$ cat src/rtl/seq_complement2.sv
// Bit-serial two's-complement negator: one half-adder step per clock, LSB first.
// Optional SEQ_COMPLEMENT2_ABS_EN adds abs_mode (absolute value instead of negation).
module seq_complement2 #(
    parameter int unsigned WIDTH = 8
) (
    input  logic             clk,
    input  logic             rst_n,
    input  logic             start,
`ifdef SEQ_COMPLEMENT2_ABS_EN
    input  logic             abs_mode,
`endif
    input  logic [WIDTH-1:0] a,
    output logic             busy,
    output logic             done,
    output logic [WIDTH:0]   s,
    output logic             ovf
);

    localparam int unsigned CNT_W = (WIDTH > 1) ? $clog2(WIDTH) : 1;
    localparam int unsigned LAST  = WIDTH - 1;
    localparam logic [WIDTH-1:0] OP_MIN = {1'b1, {(WIDTH-1){1'b0}}};

    typedef enum logic [1:0] {
        IDLE = 2'd0,
        RUN  = 2'd1,
        DONE = 2'd2
    } state_t;

    state_t             state_q, state_d;
    logic [WIDTH-1:0]   op_q, op_d;
    logic [CNT_W-1:0]   cnt_q, cnt_d;
    logic               carry_q, carry_d;
    logic               neg_q, neg_d;
    logic               busy_d, done_d, ovf_d;
    logic [WIDTH:0]     s_d;
    logic               a_bit, s_bit, carry_nx;
    logic               neg_req;

`ifdef SEQ_COMPLEMENT2_ABS_EN
    // Non-negative operands pass through unchanged in abs mode.
    assign neg_req = ~abs_mode | a[WIDTH-1];
`else
    assign neg_req = 1'b1;
`endif

    always_ff @(posedge clk or negedge rst_n) begin
        if (!rst_n) begin
            state_q <= IDLE;
            op_q    <= '0;
            cnt_q   <= '0;
            carry_q <= 1'b0;
            neg_q   <= 1'b0;
            busy    <= 1'b0;
            done    <= 1'b0;
            s       <= '0;
            ovf     <= 1'b0;
        end else begin
            state_q <= state_d;
            op_q    <= op_d;
            cnt_q   <= cnt_d;
            carry_q <= carry_d;
            neg_q   <= neg_d;
            busy    <= busy_d;
            done    <= done_d;
            s       <= s_d;
            ovf     <= ovf_d;
        end
    end

    always_comb begin
        state_d  = state_q;
        op_d     = op_q;
        cnt_d    = cnt_q;
        carry_d  = carry_q;
        neg_d    = neg_q;
        busy_d   = busy;
        done_d   = 1'b0;
        s_d      = s;
        ovf_d    = ovf;

        // Half-adder step on the current operand bit (~a + 1, carry-in preset to 1).
        a_bit    = op_q[cnt_q];
        s_bit    = neg_q ? (~a_bit ^ carry_q) : a_bit;
        carry_nx = neg_q & ~a_bit & carry_q;

        case (state_q)
            IDLE: begin
                if (start) begin
                    state_d = RUN;
                    op_d    = a;
                    cnt_d   = '0;
                    carry_d = 1'b1;
                    neg_d   = neg_req;
                    s_d     = '0;
                    ovf_d   = 1'b0;
                    busy_d  = 1'b1;
                end
            end
            RUN: begin
                s_d[WIDTH-1:0] = s[WIDTH-1:0] | (WIDTH'(s_bit) << cnt_q);
                carry_d        = carry_nx;
                cnt_d          = cnt_q + CNT_W'(1);
                if (cnt_q == CNT_W'(LAST)) begin
                    s_d[WIDTH] = carry_nx;
                    ovf_d      = neg_q & (op_q == OP_MIN);
                    cnt_d      = '0;
                    state_d    = DONE;
                end
            end
            DONE: begin
                state_d = IDLE;
                busy_d  = 1'b0;
                done_d  = 1'b1;
            end
            default: begin
                state_d = IDLE;
                busy_d  = 1'b0;
            end
        endcase
    end

endmodule

$ cat config.mk
export PLATFORM = sky130hd
export DESIGN_NAME = seq_complement2
export DESIGN_NICKNAME = d
export VERILOG_FILES = /design/src/rtl/seq_complement2.sv
export SDC_FILE = /design/constraint.sdc
export NUM_CORES = 1
export LEC_CHECK = 0
export ABC_AREA = 1
export BUFFER_PORTS_ARGS = -buffer_cell sky130_fd_sc_hd__buf_2
export CAP_MARGIN = 40
export CORE_MARGIN = 2
export CORE_UTILIZATION = 50
export CTS_CLUSTER_SIZE = 30
export DETAILED_ROUTE_END_ITERATION = 10
export PLACE_DENSITY_LB_ADDON = 0.12
export SKIP_LAST_GASP = 1
export SLEW_MARGIN = 10
export SYNTH_ARGS = -nofsm -noshare
export SYNTH_HDL_FRONTEND = slang
export SYNTH_SLANG_ARGS = --single-unit
$ cat constraint.sdc
create_clock -name clk -period 1.5 [get_ports clk]
set_input_delay 0.075 -clock clk [delete_from_list [all_inputs] [get_ports clk]]
set_output_delay 0.075 -clock clk [all_outputs]
set_load 0.02 [all_outputs]
==> results of run 1 <==
flip-flops by register name (all words and copies together), names as in the netlist:
register / count
busy: 1
ovf: 1
state_q: 2
neg_q: 1
done: 1
op_q: 8
carry_q: 1
s: 9
cnt_q: 3
cell type report:
cell class                 count  area share
clock buffer                   3     0.01368
clock inverter                 1    0.004559
inverter                      20     0.05015
multi-input combinational     93      0.3419
sequential                    27      0.4111
tap                           30     0.02280
timing repair buffer          38      0.1558
critical path, delay by kind of cell, from the launching register on:
family	cells	cell delay [ns]
flops	1	0.46
buf+inv	1	0.16
simple gates	9	0.79
worst max-delay path by stage:
stage                         start                to  slack [ns]
6_report       cnt_q[0]$_DFFE_PN0P_  s[4]$_DFFE_PN0P_        0.05
5_1_grt        cnt_q[0]$_DFFE_PN0P_  s[4]$_DFFE_PN0P_       -0.05
4_1_cts        cnt_q[0]$_DFFE_PN0P_  s[3]$_DFFE_PN0P_        0.04
3_5_place_dp   cnt_q[0]$_DFFE_PN0P_  s[3]$_DFFE_PN0P_        0.08
3_3_place_gp   cnt_q[0]$_DFFE_PN0P_  s[1]$_DFFE_PN0P_        0.11
2_1_floorplan  cnt_q[1]$_DFFE_PN0P_   ovf$_DFFE_PN0P_        0.22
cells in the mapped netlist (all sizes together):
| library cell | instances |
|---|---|
| buf | 3 |
| dfrtp | 27 |
| ha | 2 |
| inv | 20 |
| nand2 | 47 |
| nand3 | 15 |
| nand4 | 2 |
| nor2 | 11 |
| nor4 | 2 |
| o21ai | 14 |
what timing repair did:
action                                  4_1_cts  5_1_grt
endpoints found under the setup margin        0       10
hold buffers                                  9        0
gates resized for setup                       0       22
hold endpoints to repair                     35        0
buffers inserted                              0        3
per-stage QoR:
stage / utilization / setup TNS (ns) / total power, mW
finish: 0.6833 / 0 / 3.467
global route: 0.6833 / -0.2797 / 3.739
detailed placement: 0.5826 / 0 / 2.728
global placement: 0.5826 / 0 / 2.681
floorplan: - / 0 / 2.316
CTS: 0.6324 / 0 / 3.073
where the power goes:
part	switching (mW)	internal (mW)	total (mW)
registers	0.191	1.02	1.21
clock network	0.232	0.102	0.334
logic	1.21	0.711	1.92
per-layer routing:
metal	wire, µm	vias to the layer above	track usage
li1	-	527	-
met3	91	9	0.02778
met1	1151	515	0.2634
met4	88	0	0.1154
met2	1453	29	0.3272
met5	0	-	0
logic make-up (layout without fill, tap and decap cells):
| family | after synthesis | in the layout | synth area share |
|---|---|---|---|
| AND/OR/NAND/NOR | 77 | 77 | 0.3009 |
| flip-flops | 27 | 27 | 0.5416 |
| buffers and inverters | 23 | 62 | 0.08125 |
| AO/OA/AOI/OAI | 14 | 14 | 0.05617 |
| adder cells (fa/ha/maj) | 2 | 2 | 0.02006 |
==> results.cfg, run 1 <==
[floorplan]
fp.dieW_um = 53.95
dieHeight_um = 53.95
start_util = 0.5177
ioPinCount = 23
coreArea_mm2 = 0.002410
die_area_mm2 = 0.002911
num_rows = 18

[clock_tree]
htree_levels = 1
cts_tree = built
cts.sinks = 27
cts-buffers-inserted = 3
cts.clk_slew.worst_paths_ns = 0.15
insertion_delay_ns = 0.33
clk_path_buf_depth = 2
cts_root_buf = clkbuf_4

[finish]
multi_input_area_um2 = 563.0
seq_area_um2 = 676.9
final_cell_mix = nand2_1, dfrtp_1, buf_2
fill_cells = 186
fin_cells = 212
drive_gt1_frac = 0.3297
antenna_cells = 0
final_nets = 196
syn2layout_area_growth_pct = 32.00
fin_area_mm2 = 0.001647
layout.cells.most_common = nand2_1

[timing]
hold_ws_ns = 0.1012
max_freq_ghz = 0.6873
slew_violations = 0
maxSlewHeadroom = 0.5973
period_minus_slack_ns = 1.455
timing.final.ws_setup_ns = 0.04504
rsz0062_at_grt = true
skew_ns = 0.005634
setup_viol = 0
period_share = 0.9700
hold_viol = 0
worst_pin_slew_ns = 0.6041

[place]
place_ws_ns = 0.08304
place_hpwl_mm = 1.779
dpl.cell_count = 196
place_congestion = 0.7521
io_buffers = 22
place_area_mm2 = 0.001404

[min_path]
min_from = start
hold_path_depth = 5
min_path_type = in2reg
hold_end = carry_q$_DFFE_PN0P_

[global_route]
grt_start_max_net_pins = 28
grt_pass1_vias = 950
antenna_found_initial = 0
grtUsageTotal = 0.2039
grt-ovfl-total = 0
grt_pass1_wl_mm = 4.126

[drt]
route.detailed.drc = 0
drtIter0Drc = 19
dr_total_vias = 1080
post_drt_wl_per_cell_um = 13.13
drt_first_pass_iters = 4
vias_per_cell = 5.094
wirelength_mm = 2.784
ant_nets = 0

[synth]
ys_seq_area_frac = 0.5416
syn_inst = 143
ys_types = 17
yosys.area.top_type_share = 0.5416
yosysTopAreaCell = dfrtp_1
ys_warn_count = 0
syn_area_per_cell_um2 = 8.723
ys_ff_latch = 27
synth_area_mm2 = 0.001247
synth_area_leaders = dfrtp_1, nand2_1, o21ai_0
syn_nets = 156

[critical_path]
rr_startpoint = cnt_q[0]$_DFFE_PN0P_
critPathKind = reg2reg
worstRegToRegCells = 10
crit_fanout = 5
r2r_slack_ns = 0.05
r2r-end = s[4]$_DFFE_PN0P_
crit_path_frequent_cell = nand2_4
critPathRequiredTime_ns = 1.79
path_cells = buf_6 > nand2_1 > nand3_4 > nand3_4 > nand2_4 > nand2_4 > nand2_4 > nor2_4 > nand3_2 > nand2_2
cp-start-kind = flop
critPathCaptureType = flop
critical_path_arrival_ns = 1.75
slowest_stage = dfrtp_1
slowest_delay_ns = 0.46

[pwr]
ir_drop_mv = 1.243
total_leakage_power_nw = 0.8565
powerDensity_mw_per_mm2 = 2105

[run]
max_cap_violations = 0

[status]
status = finished clean
(Power assumes the default switching activity.)
==> inputs of run 2 (changes only) <==
==> constraint.sdc (replaced) <==
create_clock -name clk -period 1.5 [get_ports clk]
set_input_delay 0.3 -clock clk [delete_from_list [all_inputs] [get_ports clk]]
set_output_delay 0.3 -clock clk [all_outputs]
set_load 0.02 [all_outputs]
==> run 2 against run 1 <==
Sequential cell count is the same. Hold slack improved by 0.066 ns. Largest power group unchanged. Sequential share of layout area up 2.1 points. Sequential power barely moved. Combinational power about the same. Via count shrank 4.5%. Design area fell by 4.9%. Die area unchanged. Critical path type unchanged. Clock power shrank 2%. Count of clock-buffer cells in the layout unchanged.
==> results.cfg, run 2 (synthesis results as in run 1) <==
[critical_path]
critical_path_arrival_ns = 1.75
crit_fanout = 5
critPathKind = reg2reg
cp-start-kind = flop
critPathRequiredTime_ns = 1.79
critPathCaptureType = flop

[drt]
drtIter0Drc = 6
route.detailed.drc = 0
vias_per_cell = 5.054
dr_total_vias = 1031
ant_nets = 0
wirelength_mm = 2.617
post_drt_wl_per_cell_um = 12.83
drt_first_pass_iters = 4

[finish]
fill_cells = 194
reg_top3 = s (9), op_q (8), cnt_q (3)
final_nets = 188
top_register = s
largest_reg_flops = 9
fin_util = 0.6501
multi_input_area_um2 = 563.0
antenna_cells = 0
syn2layout_area_growth_pct = 25.58
seq_area_um2 = 676.9
final_cell_mix = nand2_1, dfrtp_1, buf_2
layout.cells.most_common = nand2_1
fin_area_mm2 = 0.001567
drive_gt1_frac = 0.3448

[place]
place_hpwl_mm = 1.779
place_area_mm2 = 0.001404
io_buffers = 22
place_congestion = 0.7521

[global_route]
grt-ovfl-total = 0
top_usage_layer = met2
grt_pass1_vias = 930
grt.met1_usage = 0.2527
grt_start_max_net_pins = 28
grtUsageTotal = 0.1974
grt_use_met3 = 0.03056
met2_usage = 0.3171
grt_pass1_wl_mm = 3.981
antenna_found_initial = 0

[floorplan]
die_area_mm2 = 0.002911
ioPinCount = 23
num_rows = 18
dieHeight_um = 53.95
fp.dieW_um = 53.95
coreArea_mm2 = 0.002410
start_util = 0.5177

[clock_tree]
htree_levels = 1
clk_path_buf_depth = 2
cts_tree = built
cts.clk_slew.worst_paths_ns = 0.15
cts_root_buf = clkbuf_4
insertion_delay_ns = 0.33
cts.sinks = 27
cts-buffers-inserted = 3

[timing]
setup_viol = 0
skew_ns = 0.01102
period_minus_slack_ns = 1.461
maxSlewHeadroom = 0.6012
setup_tns_ns = 0
period_share = 0.9741
slew_violations = 0
max_freq_ghz = 0.6844
rsz0062_at_grt = true
worst_pin_slew_ns = 0.5983
hold_viol = 0
hold_ws_ns = 0.1676

[run]
max_cap_violations = 0

[min_path]
min_path_type = in2reg

[pwr]
powerDensity_mw_per_mm2 = 2196
finalPower_mw = 3.440
ir_drop_mv = 1.244
total_leakage_power_nw = 0.8231

[status]
status = finished clean
==> run 2: stage by stage <==
stage / std cells / setup WS, ns
after floorplan: 143 / 0.2227
after global placement: 196 / 0.1052
after detailed placement: 196 / 0.08304
after CTS: 201 / 0.04136
after global routing: 204 / -0.05926
final: 204 / 0.03886
==> run 2: metal layers <==
layer,up-vias,part of all wire
li1,512,-
met5,-,0
met2,19,0.52
met1,495,0.43
met3,5,0.028
met4,0,0.021
==> run 2: critical path, cell delays in order (launching register included) <==
cell     delay, ns
dfrtp_1       0.46
buf_6         0.16
nand2_1       0.10
nand3_4       0.08
nand3_4       0.10
nand2_4       0.07
nand2_4       0.07
nand2_4       0.07
nor2_4        0.15
nand3_1       0.09
nand2_1       0.07
==> run 2: path summary, 6_finish.rpt <==
check	startpoint	endpoint	slack, ns	cells past startpoint
hold reg to reg	state_q[0]$_DFFE_PN0P_	done$_DFF_PN0_	0.48	1
hold / removal	a[5]	op_q[5]$_DFFE_PN0P_	0.17	3
setup / recovery	cnt_q[0]$_DFFE_PN0P_	s[0]$_DFFE_PN0P_	0.04	10
max in group asynchronous	rst_n	cnt_q[1]$_DFFE_PN0P_	0.60	2
min in group asynchronous	rst_n	s[5]$_DFFE_PN0P_	0.48	2
setup reg to reg	cnt_q[0]$_DFFE_PN0P_	s[0]$_DFFE_PN0P_	0.04	10
==> run 2: area by class of cell <==
cell class,count,share of cell area
clock buffers,3,0.01438
well taps,30,0.02396
multi-input cells,93,0.3594
repair buffers,30,0.1126
flip-flops and latches,27,0.4321
clock inverters,1,0.004792
inverters,20,0.05272
==> run 2: report_power, final <==
group	switching, mW	internal (mW)	total (mW)	leakage (nW)
Clock	0.224	0.102	0.326	0.0139
Sequential	0.195	1.02	1.21	0.334
Combinational	1.20	0.697	1.90	0.475
==> run 2: repair_timing <==
item | 4_1_cts | 5_1_grt
endpoints found under the setup margin | 0 | 10
hold endpoints to repair | 27 | 0
hold buffers | 1 | 0
buffers inserted | 0 | 3
resized for setup | 0 | 22
==> inputs of run 3 (changes only) <==
--- a/config.mk
+++ b/config.mk
@@ -13,6 +13,7 @@
 export CTS_CLUSTER_SIZE = 30
 export DETAILED_ROUTE_END_ITERATION = 10
 export PLACE_DENSITY_LB_ADDON = 0.12
+export REMOVE_ABC_BUFFERS = 1
 export SKIP_LAST_GASP = 1
 export SLEW_MARGIN = 10
 export SYNTH_ARGS = -nofsm -noshare
==> constraint.sdc (replaced) <==
create_clock -name clk -period 1.5 [get_ports clk]
set_input_delay 0.15 -clock clk [delete_from_list [all_inputs] [get_ports clk]]
set_output_delay 0.15 -clock clk [all_outputs]
set_load 0.02 [all_outputs]
==> run 3 against run 2 <==
Sequential share of layout area increased by 4.1 points. Sequential power about the same. Sequential cell count unchanged. Via count decreased by 2.7%. Largest cell class unchanged.
==> results.cfg, run 3 (synthesis results as in run 1) <==
[status]
status = finished clean

[floorplan]
die_area_mm2 = 0.002911
dieHeight_um = 53.95
fp.dieW_um = 53.95
start_util = 0.5177
num_rows = 18
coreArea_mm2 = 0.002410
ioPinCount = 23

[pwr]
ir_drop_mv = 1.286
finalPower_mw = 3.011
total_leakage_power_nw = 0.7683
powerDensity_mw_per_mm2 = 2100

[finish]
final_nets = 183
antenna_cells = 0
top_register = s
largest_reg_flops = 9
layout.cells.most_common = nand2_1
syn2layout_area_growth_pct = 14.95
reg_top3 = s (9), op_q (8), cnt_q (3)
final_cell_mix = nand2_1, dfrtp_1, buf_2
drive_gt1_frac = 0.2781
fin_util = 0.5950
fin_cells = 199
fin_area_mm2 = 0.001434

[critical_path]
worstRegToRegCells = 7
startpoint = cnt_q[0]$_DFFE_PN0P_
r2r_slack_ns = 0.14
cp-start-kind = flop
rr_startpoint = cnt_q[0]$_DFFE_PN0P_
r2r-end = s[8]$_DFFE_PN0P_
path_cells = ha_1 > ha_1 > inv_1 > nor2_1 > nor2_2 > nand2_1 > o21ai_0
crit_fanout = 7
slowest_stage = dfrtp_2
critPathBufInv = 1
slowest_delay_ns = 0.51
path_delay_family = flip-flops
critPathKind = reg2reg
critical_path_arrival_ns = 1.62
crit_path_frequent_cell = ha_1
critPathCaptureType = flop
critPathRequiredTime_ns = 1.76

[place]
io_buffers = 22
place_hpwl_mm = 1.738
place_area_mm2 = 0.001389
place_congestion = 0.7619
dpl.cell_count = 194
place_ws_ns = 0.06309

[clock_tree]
post_cts_buffers = 0
insertion_delay_ns = 0.33
clk_path_buf_depth = 2
cts.clk_slew.worst_paths_ns = 0.16
cts_tree = built
cts_root_buf = clkbuf_4
htree_levels = 1
cts-buffers-inserted = 3
cts.sinks = 27

[drt]
route.detailed.drc = 0
vias_per_cell = 5.040
drt_first_pass_iters = 4
dr_total_vias = 1003
post_drt_wl_per_cell_um = 11.73
wirelength_mm = 2.335
ant_nets = 0
drtIter0Drc = 15

[global_route]
grt_pass1_vias = 919
grtUsageTotal = 0.1835
grt_pass1_wl_mm = 3.953
grt-ovfl-total = 0
grt_start_max_net_pins = 28
antenna_found_initial = 0

[timing]
worst_pin_slew_ns = 0.5856
rsz0062_at_grt = false
hold_ws_ns = 0.02200
period_minus_slack_ns = 1.363
setup_viol = 0
max_freq_ghz = 0.7335
maxSlewHeadroom = 0.6096
slew_violations = 0
skew_ns = 0.007481
hold_viol = 0
setup_tns_ns = 0
timing.final.ws_setup_ns = 0.1366
period_share = 0.9089

[run]
max_cap_violations = 0

[min_path]
min_from = a[4]
hold_path_depth = 3
hold_end = op_q[4]$_DFFE_PN0P_
min_path_type = in2reg
run 3: changes by cell type in the layout (fill, tap and decap cells not counted):
cell     before  now
dfrtp_1      26   25
dfrtp_2       1    2
nand2_4       5    0
buf_6         1    0
buf_4         6    2
inv_6         0    1
nand2_1      38   42
nand3_2       5    4
nand2_2       4    5
nand3_4       4    0
nand3_1       6   11
inv_8         1    0
run 3: power by group:
group,leakage [nW],total [mW],switching (mW),internal [mW]
registers,0.333,1.24,0.221,1.02
logic,0.421,1.44,0.939,0.501
clock network,0.0139,0.330,0.228,0.102
total,0.768,3.01,1.39,1.62
run 3: worst max-delay path by stage:
stage / endpoint / slack [ns] / cells past startpoint
after floorplan: ovf$_DFFE_PN0P_ / 0.12 / 6
after global placement: s[8]$_DFFE_PN0P_ / 0.11 / 6
after CTS: s[8]$_DFFE_PN0P_ / 0.02 / 7
final: s[8]$_DFFE_PN0P_ / 0.14 / 7
after detailed placement: s[8]$_DFFE_PN0P_ / 0.06 / 6
after global routing: ovf$_DFFE_PN0P_ / 0.004 / 7
run 3: worst reg2reg max path, cell delays in order (launching register included):
cell     delay, ns
dfrtp_2       0.51
ha_1          0.23
ha_1          0.17
inv_1         0.06
nor2_1        0.06
nor2_2        0.13
nand2_1       0.07
o21ai_0       0.07
run 3: layout make-up:
| cell class | instances | area, µm² |
|---|---|---|
| Sequential cell | 27 | 678.2 |
| Timing Repair Buffer | 25 | 135.1 |
| Fill cell | 224 | 975.9 |
| Tap cell | 30 | 37.54 |
| Clock buffer | 3 | 22.52 |
| Clock inverter | 1 | 7.507 |
| Inverter | 20 | 80.08 |
| Multi-Input combinational cell | 93 | 473.0 |
run 3: what timing repair did:
item,CTS,global route
setup endpoints to repair,0,11
hold endpoints to repair,27,0
resized for setup,0,3
hold buffers,1,0
run 3: metal layers:
| metal | GRT usage | up-vias | share of wire |
|---|---|---|---|
| met1 | 0.2567 | 476 | 0.49 |
| met2 | 0.3028 | 22 | 0.47 |
| met5 | 0 | - | 0 |
| met4 | 0.03846 | 0 | 0.0064 |
| li1 | - | 503 | - |
| met3 | 0.02500 | 2 | 0.040 |
